===== src/rtl/and_or_feeder.sv =====
`default_nettype none
// ============================================================================
// Module   : and_or_feeder
// Brief    : Command FIFO that issues AND/OR operations to an external
//            and_or stage and captures the returned results.
// Revision : 1.0 - initial release
// ============================================================================
module and_or_feeder #(
    parameter int WIDTH = 4,
    parameter int DEPTH = 4
) (
    input  logic                     clk,
    input  logic                     rst_n,
    input  logic                     inValid,
    output logic                     inReady,
    input  logic [WIDTH-1:0]         aIn,
    input  logic [WIDTH-1:0]         bIn,
    input  logic [1:0]               opSel,
    output logic [WIDTH-1:0]         aOut,
    output logic [WIDTH-1:0]         bOut,
    output logic                     doAnd,
    output logic                     doOr,
    input  logic                     isAnd,
    input  logic [WIDTH-1:0]         resIn,
    output logic [WIDTH-1:0]         resOut,
    output logic                     resIsAnd,
    output logic                     resValid,
    output logic                     errIllegal,
    output logic                     errMismatch,
    output logic [$clog2(DEPTH):0]   level
);

    localparam int         AW     = $clog2(DEPTH);
    localparam int         LW     = AW + 1;
    localparam int         EW     = 2 * WIDTH + 2;
    localparam logic [1:0] OP_AND = 2'b01;
    localparam logic [1:0] OP_OR  = 2'b10;

    typedef enum logic [1:0] {
        IDLE    = 2'd0,
        ISSUE   = 2'd1,
        CAPTURE = 2'd2
    } state_t;

    logic [EW-1:0]    mem_q [DEPTH];
    logic [AW-1:0]    wr_ptr_q;
    logic [AW-1:0]    wr_ptr_d;
    logic [AW-1:0]    rd_ptr_q;
    logic [AW-1:0]    rd_ptr_d;
    logic [LW-1:0]    level_q;
    logic [LW-1:0]    level_d;
    state_t           state_q;

    logic [WIDTH-1:0] aOut_q;
    logic [WIDTH-1:0] bOut_q;
    logic             doAnd_q;
    logic             doOr_q;
    logic [WIDTH-1:0] resOut_q;
    logic             resIsAnd_q;
    logic             resValid_q;
    logic             errIllegal_q;
    logic             errMismatch_q;

    logic             w_full;
    logic             w_op_legal;
    logic             w_push;
    logic             w_pop;
    logic             w_illegal;
    logic [WIDTH-1:0] w_head_a;
    logic [WIDTH-1:0] w_head_b;
    logic [1:0]       w_head_op;

    assign w_full     = (level_q == LW'(DEPTH));
    assign w_op_legal = (opSel == OP_AND) || (opSel == OP_OR);
    assign w_push     = inValid && !w_full && w_op_legal;
    assign w_illegal  = inValid && !w_op_legal;
    // The engine accepts a new command when idle or while retiring the previous one.
    assign w_pop      = ((state_q == IDLE) || (state_q == CAPTURE)) && (level_q != '0);

    assign {w_head_a, w_head_b, w_head_op} = mem_q[rd_ptr_q];

    always_comb begin
        wr_ptr_d = wr_ptr_q;
        rd_ptr_d = rd_ptr_q;
        level_d  = level_q;
        if (w_push) begin
            wr_ptr_d = wr_ptr_q + AW'(1);
        end
        if (w_pop) begin
            rd_ptr_d = rd_ptr_q + AW'(1);
        end
        case ({w_push, w_pop})
            2'b10:   level_d = level_q + LW'(1);
            2'b01:   level_d = level_q - LW'(1);
            default: level_d = level_q;
        endcase
    end

    // Storage is not reset; occupancy is governed entirely by the pointers and level.
    always_ff @(posedge clk) begin
        if (w_push) begin
            mem_q[wr_ptr_q] <= {aIn, bIn, opSel};
        end
    end

    always_ff @(posedge clk or negedge rst_n) begin
        if (!rst_n) begin
            wr_ptr_q <= '0;
            rd_ptr_q <= '0;
            level_q  <= '0;
        end else begin
            wr_ptr_q <= wr_ptr_d;
            rd_ptr_q <= rd_ptr_d;
            level_q  <= level_d;
        end
    end

    always_ff @(posedge clk or negedge rst_n) begin
        if (!rst_n) begin
            state_q       <= IDLE;
            aOut_q        <= '0;
            bOut_q        <= '0;
            doAnd_q       <= 1'b0;
            doOr_q        <= 1'b0;
            resOut_q      <= '0;
            resIsAnd_q    <= 1'b0;
            resValid_q    <= 1'b0;
            errIllegal_q  <= 1'b0;
            errMismatch_q <= 1'b0;
        end else begin
            resValid_q <= 1'b0;
            if (w_illegal) begin
                errIllegal_q <= 1'b1;
            end
            case (state_q)
                IDLE: begin
                    if (w_pop) begin
                        aOut_q  <= w_head_a;
                        bOut_q  <= w_head_b;
                        doAnd_q <= (w_head_op == OP_AND);
                        doOr_q  <= (w_head_op == OP_OR);
                        state_q <= ISSUE;
                    end
                end
                ISSUE: begin
                    state_q <= CAPTURE;
                end
                CAPTURE: begin
                    resOut_q   <= resIn;
                    resIsAnd_q <= isAnd;
                    resValid_q <= 1'b1;
                    if (isAnd != doAnd_q) begin
                        errMismatch_q <= 1'b1;
                    end
                    if (w_pop) begin
                        aOut_q  <= w_head_a;
                        bOut_q  <= w_head_b;
                        doAnd_q <= (w_head_op == OP_AND);
                        doOr_q  <= (w_head_op == OP_OR);
                        state_q <= ISSUE;
                    end else begin
                        doAnd_q <= 1'b0;
                        doOr_q  <= 1'b0;
                        state_q <= IDLE;
                    end
                end
                default: begin
                    state_q <= IDLE;
                end
            endcase
        end
    end

    assign inReady     = !w_full;
    assign level       = level_q;
    assign aOut        = aOut_q;
    assign bOut        = bOut_q;
    assign doAnd       = doAnd_q;
    assign doOr        = doOr_q;
    assign resOut      = resOut_q;
    assign resIsAnd    = resIsAnd_q;
    assign resValid    = resValid_q;
    assign errIllegal  = errIllegal_q;
    assign errMismatch = errMismatch_q;

endmodule
`default_nettype wire

===== config.mk =====
export PLATFORM = sky130hd
export DESIGN_NAME = and_or_feeder
export DESIGN_NICKNAME = d
export VERILOG_FILES = /design/src/rtl/and_or_feeder.sv
export SDC_FILE = /design/constraint.sdc
export NUM_CORES = 1
export LEC_CHECK = 0
export CORE_MARGIN = 8
export CORE_UTILIZATION = 46
export CTS_CLUSTER_SIZE = 30
export DETAILED_ROUTE_END_ITERATION = 16
export PLACE_DENSITY = 0.78
export SLEW_MARGIN = 20
export SYNTH_ARGS = -nofsm -noshare
export SYNTH_HDL_FRONTEND = slang
export SYNTH_SLANG_ARGS = --single-unit
export TNS_END_PERCENT = 1

===== constraint.sdc =====
create_clock -name clk -period 5.3 [get_ports clk]
set_clock_uncertainty 0.2 [all_clocks]
set_input_delay 1.06 -clock clk [delete_from_list [all_inputs] [get_ports clk]]
set_output_delay 1.06 -clock clk [all_outputs]
set_load 0.01 [all_outputs]

Word-level counts from Yosys, hierarchy flattened
Memories as Yosys holds them, arrays and structs flattened.
Index checks and enable logic that the tools add are counted.
{"block": "op_classes", "addsub": 4, "n_eq_ne": 11, "n_mux": 13, "n_reduce_logical": 16}
{"cell": "== test 2 x 1 -> 1 bit (second input constant)", "n": 4}
{"cell": "== test 2 bit (second input constant)", "n": 4}
{"cell": "2-to-1 mux 1 bit", "n": 8}
{"cell": "one-hot mux 2 bit (3 select lines)", "n": 1}
{"cell": "one-hot mux 3 bit (2 select lines)", "n": 1}
{"cell": "AND reduction 2 bit", "n": 3}
{"cell": "adder 2 x 1 -> 2 bit (second input constant)", "n": 2}
{"cell": "logical AND 1 bit", "n": 4}
{"cell": "one-hot mux 1 bit (2 select lines)", "n": 2}
{"cell": "nonzero test 2 bit", "n": 2}
{"cell": "adder 3 x 1 -> 3 bit (second input constant)", "n": 1}
{"cell": "== test 3 bit (second input constant)", "n": 1}
{"cell": "nonzero test 3 bit", "n": 1}
{"cell": "subtractor 3 x 1 -> 3 bit (second input constant)", "n": 1}
{"cell": "logical NOT 1 bit", "n": 2}
{"cell": "logical NOT 2 bit", "n": 1}
{"cell": "logical OR 1 bit", "n": 2}
{"cell": "2-to-1 mux 2 bit", "n": 1}
{"cell": "inequality test 2 bit (second input constant)", "n": 1}
{"cell": "OR reduction 2 bit", "n": 1}
{"cell": "inequality test 1 bit", "n": 1}
{"block": "totals", "ff_bits": 27, "ramBits": 40, "in_bits": 18, "output_inout_bits": 22, "memories": 1}
{"name": "mem_q", "words": 4, "width": 10, "rd": 1, "rd_ports_with_merged_regs": 0, "wr": 1, "line_no": "45", "source": "logic [EW-1:0] mem_q [DEPTH];"}

Depth between registers and ports, before layout
Gate-level depths: netlist of the first run.
{"block": "logic_depth", "depth_word": 6, "depth_mapped": 10, "ltp_nobuf": 9}

Worst setup path after synthesis of the first run
OpenSTA, ideal clock, no wires.
{"block": "synth_path", "path_kind": "input-to-reg", "startpoint": "input opSel[1]", "endpoint": "register level_q[2] (netlist: level[2])", "setup_time_ns": 0.079, "t_arrival_ns": 2.528, "required_time_ns": 5.021, "slack_ns": 2.493, "path_stages": 10, "cell_sequence": "xor2_1 and3_1 buf_2 inv_1 ha_1 inv_1 fa_1 xor2_1 nor2_1 xor2_1"}
{"block": "synth_between", "elab_chain_cells": 5}
{"element": "start: declaration", "line_no": "18", "source": "input logic [1:0] opSel,"}
{"element": "== test 2 x 1 -> 1 bit or == test 2 bit (tied branches)", "line_no": "74", "source": "assign w_op_legal = (opSel == OP_AND) || (opSel == OP_OR);"}
{"element": "logical OR 1 bit *", "line_no": "74"}
{"element": "logical AND 1 bit *", "line_no": "75", "source": "assign w_push = inValid && !w_full && w_op_legal;"}
{"element": "== test 2 x 1 -> 1 bit or == test 2 bit (tied branches)", "line_no": "92", "source": "case ({w_push, w_pop})"}
{"element": "one-hot mux 3 bit (2 select lines) or nonzero test 2 bit (tied branches)"}
{"element": "end signal: assignment", "line_no": "114", "source": "level_q <= level_d;"}
{"element": "end: declaration", "line_no": "50", "source": "logic [LW-1:0] level_q;"}
Mark *: on every way between the ends. The rest lies on a longest branch, timed or not.
A chain may end at the register's enable or synchronous reset.

Worst setup path in the final report of the first run
Ends and elaborated chain as after synthesis.

==> impl_metrics.yaml, run 1 <==
worst_setup_path:
  critPathKind: "primary input to flop"
  max_stage_delay_ns: 0.49
  crit_cells: 10
  cp_top_family: "buffers and inverters"
  endpoint_kind: "flop"
  rr_worst_depth: 8
  path_cells: "clkdlybuf4s50_1 -> xor2_1 -> and3_1 -> inv_1 -> ha_1 -> inv_1 -> fa_1 -> xor2_1 -> nor2_1 -> xor2_1"
  start_kind: "primary input"
  cpMaxStageDelayCell: "clkdlybuf4s50_1"
  critical_path_required_ns: 5.35
  worst_ep_arrival_time_ns: 3.14
  cp_max_fo: 7
  cp_num_buf_inv: 3
  cp_common_cell: "xor2_1"
synthesis:
  synth_nets: 175
  syn_area_mm2: 0.00261
  synthMuxAreaShare_pct: 12.7
  yosys_register_bits: 67
  synth_adder_area_share_pct: 3.17
  ys.flop_type: "edfxtp_1"
  seq_area_frac_synth_pct: 72.0
  synth_top_family_by_area: "multiplexers"
  synthTopCellsByCount: "40 x edfxtp_1, 27 x dfrtp_1, 18 x nand2_1"
  syn_inst: 151
  synth_area_per_cell_um2: 17.3
  yosys-top-cells-area: "edfxtp_1 46%, dfrtp_1 26%, mux4_2 8.6%"
  yosys.area_share.simple_pct: 6.29
  synth_compound_area_share_pct: 1.15
  yosysWarnings: 0
  synth_xor_area_share_pct: 2.69
  synthDistinctLibCells: 25
  synth-edff-count: 40
  async_flop_share_pct: 40.3
  yosysTopAreaCell: "edfxtp_1"
  synth.top_cell.area_share_pct: 46.1
  yosys.cell_count.top_type: "edfxtp_1"
hold_path:
  hold-path-cell-count: 1
  hp-class: "flop to flop"
flow_run:
  maxCapViolCount: 0
route:
  wirelength_um: 4480
  drc: 0
  vias_per_cell: 4.92
  vias: 1348
  drt_iter0_markers: 68
  avgRoutedWirePerCell_um: 16.3
  dr.pass1.iters: 5
  drtAntennaViolNets: 0
layout:
  synthToLayoutAreaGrowth_pct: 24.9
  nNetsFinal: 221
  drive_gt1_share_pct: 16.3
  diodes: 0
  nFillCells: 425
  post-route-util_pct: 59.1
global_routing:
  met3_usage_pct: 5.10
  gr-total-overflow: 0
  grt.met1_usage_pct: 14.3
  grt_max_degree: 28
  antenna_found_initial: 0
  grtUsageTotal_pct: 11.9
  busiest_layer: "met2"
  use_met2_pct: 18.4
  grt_pass1_wl_um: 7590
  grt_pass1_vias: 1503
floorplan:
  start_util_pct: 47.4
  die_area_mm2: 0.00833
  core_mm2: 0.00551
  die_w_um: 91.3
  die_h_um: 91.3
  fp-row-count: 27
  io_pins: 40
clock_network:
  cts_root_buffer: "clkbuf_8"
  clock_sinks: 67
  clk_pin_slew_ns: 0.06
  cts-buffers-inserted: 9
  clock_latency_ns: 0.33
  h-tree-depth: 3
  cts_max_path_buffers: 2
  cts_tree: "done"
  post_cts_resized: 0
  post_cts_buffers: 0
  hold_buffers: 0
pwr:
  cellPowerDensity_mw_per_mm2: 548
  max-vdd-ir-drop_mv: 0.314
  p_leak_nw: 1.25
outcome:
  status: "complete, no violations"
sta:
  tns_ns: 0
  min_period_ns: 3.09
  rsz0062_at_grt: "no"
  hold_violations: 0
  fmax_mhz: 324
  max_slew.worst_pin.slew_ns: 1.02
  setup_viol: 0
  finalCritPeriodShare_pct: 58.2
  drv_slew: 0
  slew_headroom_pct: 31.5
place:
  portBuffers: 39
  hpwl_um: 3060
  place_congestion: 0.714
-- sequential cells by signal, indices dropped and copies added, names as in the netlist --
register	cells
mem_q	40
aOut	4
bOut	4
resOut	4
level	3
rd_ptr_q	2
state_q	2
wr_ptr_q	2
doAnd	1
doOr	1
errIllegal	1
errMismatch	1
resIsAnd	1
resValid	1
-- per-layer routing --
layer | vias to the layer above | part of all wire (%)
met3 | 9 | 6.8
li1 | 636 | -
met5 | - | 0
met2 | 36 | 47
met1 | 667 | 44
met4 | 0 | 1.7
-- logic make-up after synthesis --
logic type / count (synthesis)
AO/OA/AOI/OAI: 5
XOR/XNOR: 8
adder cells (fa/ha/maj): 6
buffers and inverters: 13
flip-flops: 67
multiplexers: 19
AND/OR/NAND/NOR: 33
-- cell type report --
type / instances / area, um^2 / area share, %
Inverter: 8 / 30.0 / 0.922
Tap cell: 72 / 90.1 / 2.77
Clock buffer: 14 / 174 / 5.34
Multi-Input combinational cell: 71 / 677 / 20.8
Sequential cell: 67 / 1880 / 57.6
Clock inverter: 2 / 10.0 / 0.307
Timing Repair Buffer: 40 / 398 / 12.2
-- path summary, 6_finish.rpt --
path | startpoint | endpoint | slack (ns)
min in group asynchronous | rst_n | errMismatch | 0.89
max in group asynchronous | rst_n | wr_ptr_q[1] | 3.75
setup reg to reg | level[0] | level[2] | 2.48
hold reg to reg | state_q[1] | state_q[1] | 0.23
setup / recovery | opSel[1] | level[2] | 2.21
hold / removal | state_q[1] | state_q[1] | 0.23
-- cells in the final DEF (no fill, tap or decap) --
cell              n
xnor2_1           2
edfxtp_1         40
buf_4             1
or4b_1            2
nor2b_1           1
o21bai_1          1
clkbuf_8         10
nand2b_1          1
xor2_1            6
clkbuf_16         1
nand2_1          18
and2_1            4
nor2_1            3
clkbuf_1          3
a21o_1            1
clkdlybuf4s50_1  39
o21ai_0           3
mux2_4            1
inv_1             8
mux4_2           10
ha_1              5
dfrtp_1          27
fa_1              1
nor3_1            1
mux2_2            8
or3b_1            1
and3_1            1
clkinv_2          2
nor3b_1           1
-- where the power goes --
group | switching (mW) | internal [mW]
logic | 0.246 | 0.346
registers | 0.111 | 0.691
clock network | 0.179 | 0.210
-- through the flow --
step                instance area [um^2]  cells  hold WS (ns)  setup slack [ns]  power (mW)
floorplan                           2610    151         0.204              2.49        1.16
global placement                    3070    258         0.216              1.93        1.40
detailed placement                  3070    258         0.219              1.88        1.42
CTS                                 3260    274         0.230              2.23        1.82
global route                        3260    274         0.274              2.06        1.91
finish                              3260    274         0.226              2.21        1.78
No activity file was read; power rests on OpenSTA's default activity.
==> run 2: changes to the inputs <==
clock period = 3.1 ns   (was 5.3 ns; I/O delays follow)
==> run 2 against run 1 <==
Against the previous run:
- utilization grew 1.0 points
- clock power grew 73%
- combinational power up 81%
- power up 74%
- sequential power increased by 68%
- register-to-register slack worse by 1.8 ns
- wire length increased by 5.4%
- largest cell class unchanged
==> impl_metrics.yaml, run 2 (same netlist as run 1, synthesis figures left out) <==
pwr:
  p_leak_nw: 1.29
  cellPowerDensity_mw_per_mm2: 935
  total_power_mw: 3.10
  max-vdd-ir-drop_mv: 0.417
clock_network:
  cts_root_buffer: "clkbuf_8"
  post_cts_buffers: 0
  clock_latency_ns: 0.33
  clk_pin_slew_ns: 0.07
  clock_sinks: 67
  cts-buffers-inserted: 9
  cts_max_path_buffers: 2
  post_cts_resized: 0
  cts_tree: "done"
  hold_buffers: 0
  h-tree-depth: 3
flow_run:
  maxCapViolCount: 0
sta:
  finalCritPeriodShare_pct: 82.1
  finalWorstSetupSlack_ns: 0.555
  min_period_ns: 2.54
  slew_headroom_pct: 66.2
  drv_slew: 0
  max_slew.worst_pin.slew_ns: 0.507
  rsz0062_at_grt: "no"
  setup_viol: 0
  fmax_mhz: 393
  hold_violations: 0
  tns_ns: 0
floorplan:
  io_pins: 40
  core_mm2: 0.00551
  die_w_um: 91.3
  fp-row-count: 27
  start_util_pct: 47.4
  die_area_mm2: 0.00833
  die_h_um: 91.3
layout:
  final_cell_mix: "40 x edfxtp_1, 39 x clkdlybuf4s50_1, 27 x dfrtp_1"
  diodes: 0
  largest_register: "mem_q"
  multiInputGateArea_um2: 677
  synthToLayoutAreaGrowth_pct: 27.0
  drive_gt1_share_pct: 20.1
  nNetsFinal: 228
  regArea_mm2: 0.00188
  largest_register_ffs: 40
  final_common_cell: "edfxtp_1"
  nFillCells: 436
worst_setup_path:
  rrSetupSlack_ns: 0.68
  endpoint_kind: "flop"
  r2r_end: "level[2]"
  start_kind: "primary input"
  rr_worst_depth: 9
  critical_path_required_ns: 3.16
  crit_end: "level[2]"
  reg2reg_from: "level[0]"
  worst_ep_arrival_time_ns: 2.60
  critPathKind: "primary input to flop"
  startpoint: "opSel[1]"
  cp_max_fo: 5
place:
  hpwl_um: 3370
  preCtsSetupSlack_ns: 0.194
  place_congestion: 0.715
  portBuffers: 39
route:
  vias: 1400
  vias_per_cell: 4.98
  avgRoutedWirePerCell_um: 16.8
  dr.pass1.iters: 4
  drt_iter0_markers: 74
  wirelength_um: 4720
  drtAntennaViolNets: 0
  drc: 0
global_routing:
  grt_pass1_vias: 1506
  grt.met1_usage_pct: 13.9
  busiest_layer: "met2"
  antenna_found_initial: 0
  use_met2_pct: 20.2
  gr-total-overflow: 0
  met3_usage_pct: 4.03
  grtUsageTotal_pct: 12.2
  grt_max_degree: 28
  grt_pass1_wl_um: 7870
outcome:
  status: "complete, no violations"
hold_path:
  hp-start: "state_q[1]"
  hp-class: "flop to flop"
run 2: stage by stage:
stage                     std cells  hold slack (ns)  cell area (um^2)  utilization, %
after floorplan                 151            0.124              2610               -
after global placement          265            0.217              3120            56.7
after detailed placement        265            0.225              3120            56.7
after CTS                       281            0.236              3310            60.1
after global routing            281            0.266              3310            60.1
final                           281            0.230              3310            60.1
run 2: final cells by class:
type / instances / share of cell area [%]
sequential: 67 / 56.7
inverter: 8 / 0.907
clock buffer: 12 / 5.02
timing repair buffer: 47 / 13.6
multi-input combinational: 71 / 20.4
tap: 72 / 2.72
clock inverter: 4 / 0.642
run 2: routing by layer:
metal  wire [um]  share of wire [%]
met1        2030                 43
met3         254                5.4
met5           0                  0
met2        2360                 50
met4          74                1.6
run 2: worst min path at each step:
stage	endpoint	slack, ns	cells past startpoint
2_1_floorplan	aOut[0]	0.12	0
3_5_place_dp	state_q[1]	0.22	1
3_3_place_gp	state_q[1]	0.22	1
4_1_cts	state_q[1]	0.24	1
6_report	state_q[1]	0.23	1
5_1_grt	state_q[1]	0.27	1
run 2: worst max-delay path, cell delays in order:
cell and delay [ns]:
clkdlybuf4s50_1 0.49, xor2_1 0.21, and3_1 0.21, inv_1 0.06, ha_1 0.18, inv_1 0.06
fa_1 0.37, xor2_1 0.15, nor2_1 0.11, xor2_1 0.16
run 2: report_power, final:
part	switching, mW	leakage, nW	internal (mW)	total, mW
registers	0.167	0.682	1.18	1.35
clock network	0.316	0.102	0.357	0.673
logic	0.454	0.509	0.621	1.07
==> run 3: changes to the inputs <==
clock period = 2.5 ns   (was 3.1 ns; I/O delays follow)
==> run 3 against run 2 <==
Against the previous run:
- wire length up 1.8%
- register-to-register slack lost 0.52 ns
- final cell count up 3.9%
- via count rose by 1.1%
- critical path depth down 8
- worst hold slack worse by 0.0042 ns
- setup slack got worse by 0.40 ns
- die area unchanged
- critical path type is now flop to output pin
- critical endpoint is now inReady
- largest power group unchanged
==> impl_metrics.yaml, run 3 (same netlist as run 1, synthesis figures left out) <==
outcome:
  status: "complete, no violations"
hold_path:
  hp-start: "state_q[1]"
  hp-class: "flop to flop"
  hold-path-cell-count: 1
route:
  highest_layer: "met4"
  drtAntennaViolNets: 0
  dr.pass1.iters: 4
  met1_length_um: 2150
  dr_wl_met3_um: 271
  wirelength_um: 4800
  vias_per_cell: 4.85
  vias: 1415
  avgRoutedWirePerCell_um: 16.4
  drt_iter0_markers: 76
  drc: 0
  wl_met2_um: 2290
floorplan:
  die_w_um: 91.3
  io_pins: 40
  core_mm2: 0.00551
  die_area_mm2: 0.00833
  start_util_pct: 47.4
  die_h_um: 91.3
  fp-row-count: 27
clock_network:
  cts_root_buffer: "clkbuf_8"
  post_cts_buffers: 0
  hold_buffers: 0
  h-tree-depth: 3
  cts_tree: "done"
  clock_latency_ns: 0.33
  clock_sinks: 67
  clk_pin_slew_ns: 0.07
  cts-buffers-inserted: 9
  cts_max_path_buffers: 2
sta:
  fmax_mhz: 426
  rsz0062_at_grt: "no"
  finalCritPeriodShare_pct: 93.9
  setup_viol: 0
  slew_headroom_pct: 64.4
  drv_slew: 0
  tns_ns: 0
  min_period_ns: 2.35
  hold_violations: 0
  finalWorstSetupSlack_ns: 0.153
  max_slew.worst_pin.slew_ns: 0.533
place:
  hpwl_um: 3430
  placed_area_mm2: 0.00323
  preCtsSetupSlack_ns: -0.235
  place_congestion: 0.740
  portBuffers: 39
  dp_cells: 276
pwr:
  p_leak_nw: 1.37
  cellPowerDensity_mw_per_mm2: 1170
  max-vdd-ir-drop_mv: 0.608
worst_setup_path:
  reg2reg_from: "level[2]"
  crit_cells: 2
  cpMaxStageDelayCell: "clkdlybuf4s50_1"
  path_cells: "or3b_1 -> clkdlybuf4s50_1"
  cp_max_fo: 4
  cp_top_family: "buffers and inverters"
  startpoint: "level[2]"
  start_kind: "flop"
  worst_ep_arrival_time_ns: 1.65
  critical_path_required_ns: 1.80
  endpoint_kind: "output pin"
  max_stage_delay_ns: 0.50
  cp_num_buf_inv: 1
  critPathKind: "flop to output pin"
  rr_worst_depth: 9
global_routing:
  antenna_found_initial: 0
  grt_pass1_wl_um: 8070
  gr-total-overflow: 0
  grt_pass1_vias: 1563
  grt_max_degree: 28
  grtUsageTotal_pct: 12.7
flow_run:
  maxCapViolCount: 0
layout:
  final_cell_mix: "40 x edfxtp_1, 38 x clkdlybuf4s50_1, 27 x dfrtp_1"
  largest_register: "mem_q"
  synthToLayoutAreaGrowth_pct: 32.1
  diodes: 0
  drive_gt1_share_pct: 23.2
  fin_cells: 292
  largest_register_ffs: 40
  stdcell_area_mm2: 0.00344
  final_common_cell: "edfxtp_1"
  nNetsFinal: 239
-- run 3: cell type report --
type                       instances  area (um^2)
multi-input combinational         71          677
sequential                        67         1880
clock inverter                     6         81.3
timing repair buffer              58          561
fill                             415         2060
clock buffer                      10          128
inverter                           8         30.0
tap                               72         90.1
-- run 3: worst reg2reg max path, delay by kind of cell (launching register included) --
kind / cells / cell delay (ns)
xor+xnor: 2 / 0.31
fa+ha+maj: 2 / 0.52
buf+inv: 2 / 0.10
flops: 1 / 0.40
simple gates: 3 / 0.72
-- run 3: power breakdown --
group	internal (mW)	switching [mW]	leakage, nW
Combinational	0.848	0.606	0.581
Clock	0.555	0.386	0.105
Sequential	1.47	0.179	0.682
-- run 3: worst paths after layout --
| path | end | slack, ns |
|---|---|---|
| worst max-delay path | inReady | 0.15 |
| worst min-delay path | state_q[1] | 0.23 |
| worst max register to register | level[2] | 0.16 |
| worst min register to register | state_q[1] | 0.23 |
| max in group asynchronous | resOut[2] | 1.48 |
| min in group asynchronous | bOut[1] | 0.34 |
-- run 3: per-layer routing --
layer | global-route usage [%] | vias up
met4 | 6.14 | 0
met1 | 14.5 | 704
met5 | 0 | -
li1 | - | 672
met3 | 5.27 | 7
met2 | 20.1 | 32
-- run 3: what timing repair did --
item	in CTS	in global routing
endpoints found under the setup margin	0	1
gates resized for setup	0	1
endpoints found under the hold margin	0	0
-- run 3: per-stage QoR --
stage | total power, mW | hold slack [ns] | util [%]
5_1_grt | 4.30 | 0.264 | 62.5
6_report | 4.04 | 0.226 | 62.5
3_5_place_dp | 3.16 | 0.220 | 58.7
2_1_floorplan | 2.46 | 0.00441 | -
4_1_cts | 4.11 | 0.230 | 62.5
3_3_place_gp | 3.11 | 0.215 | 58.7
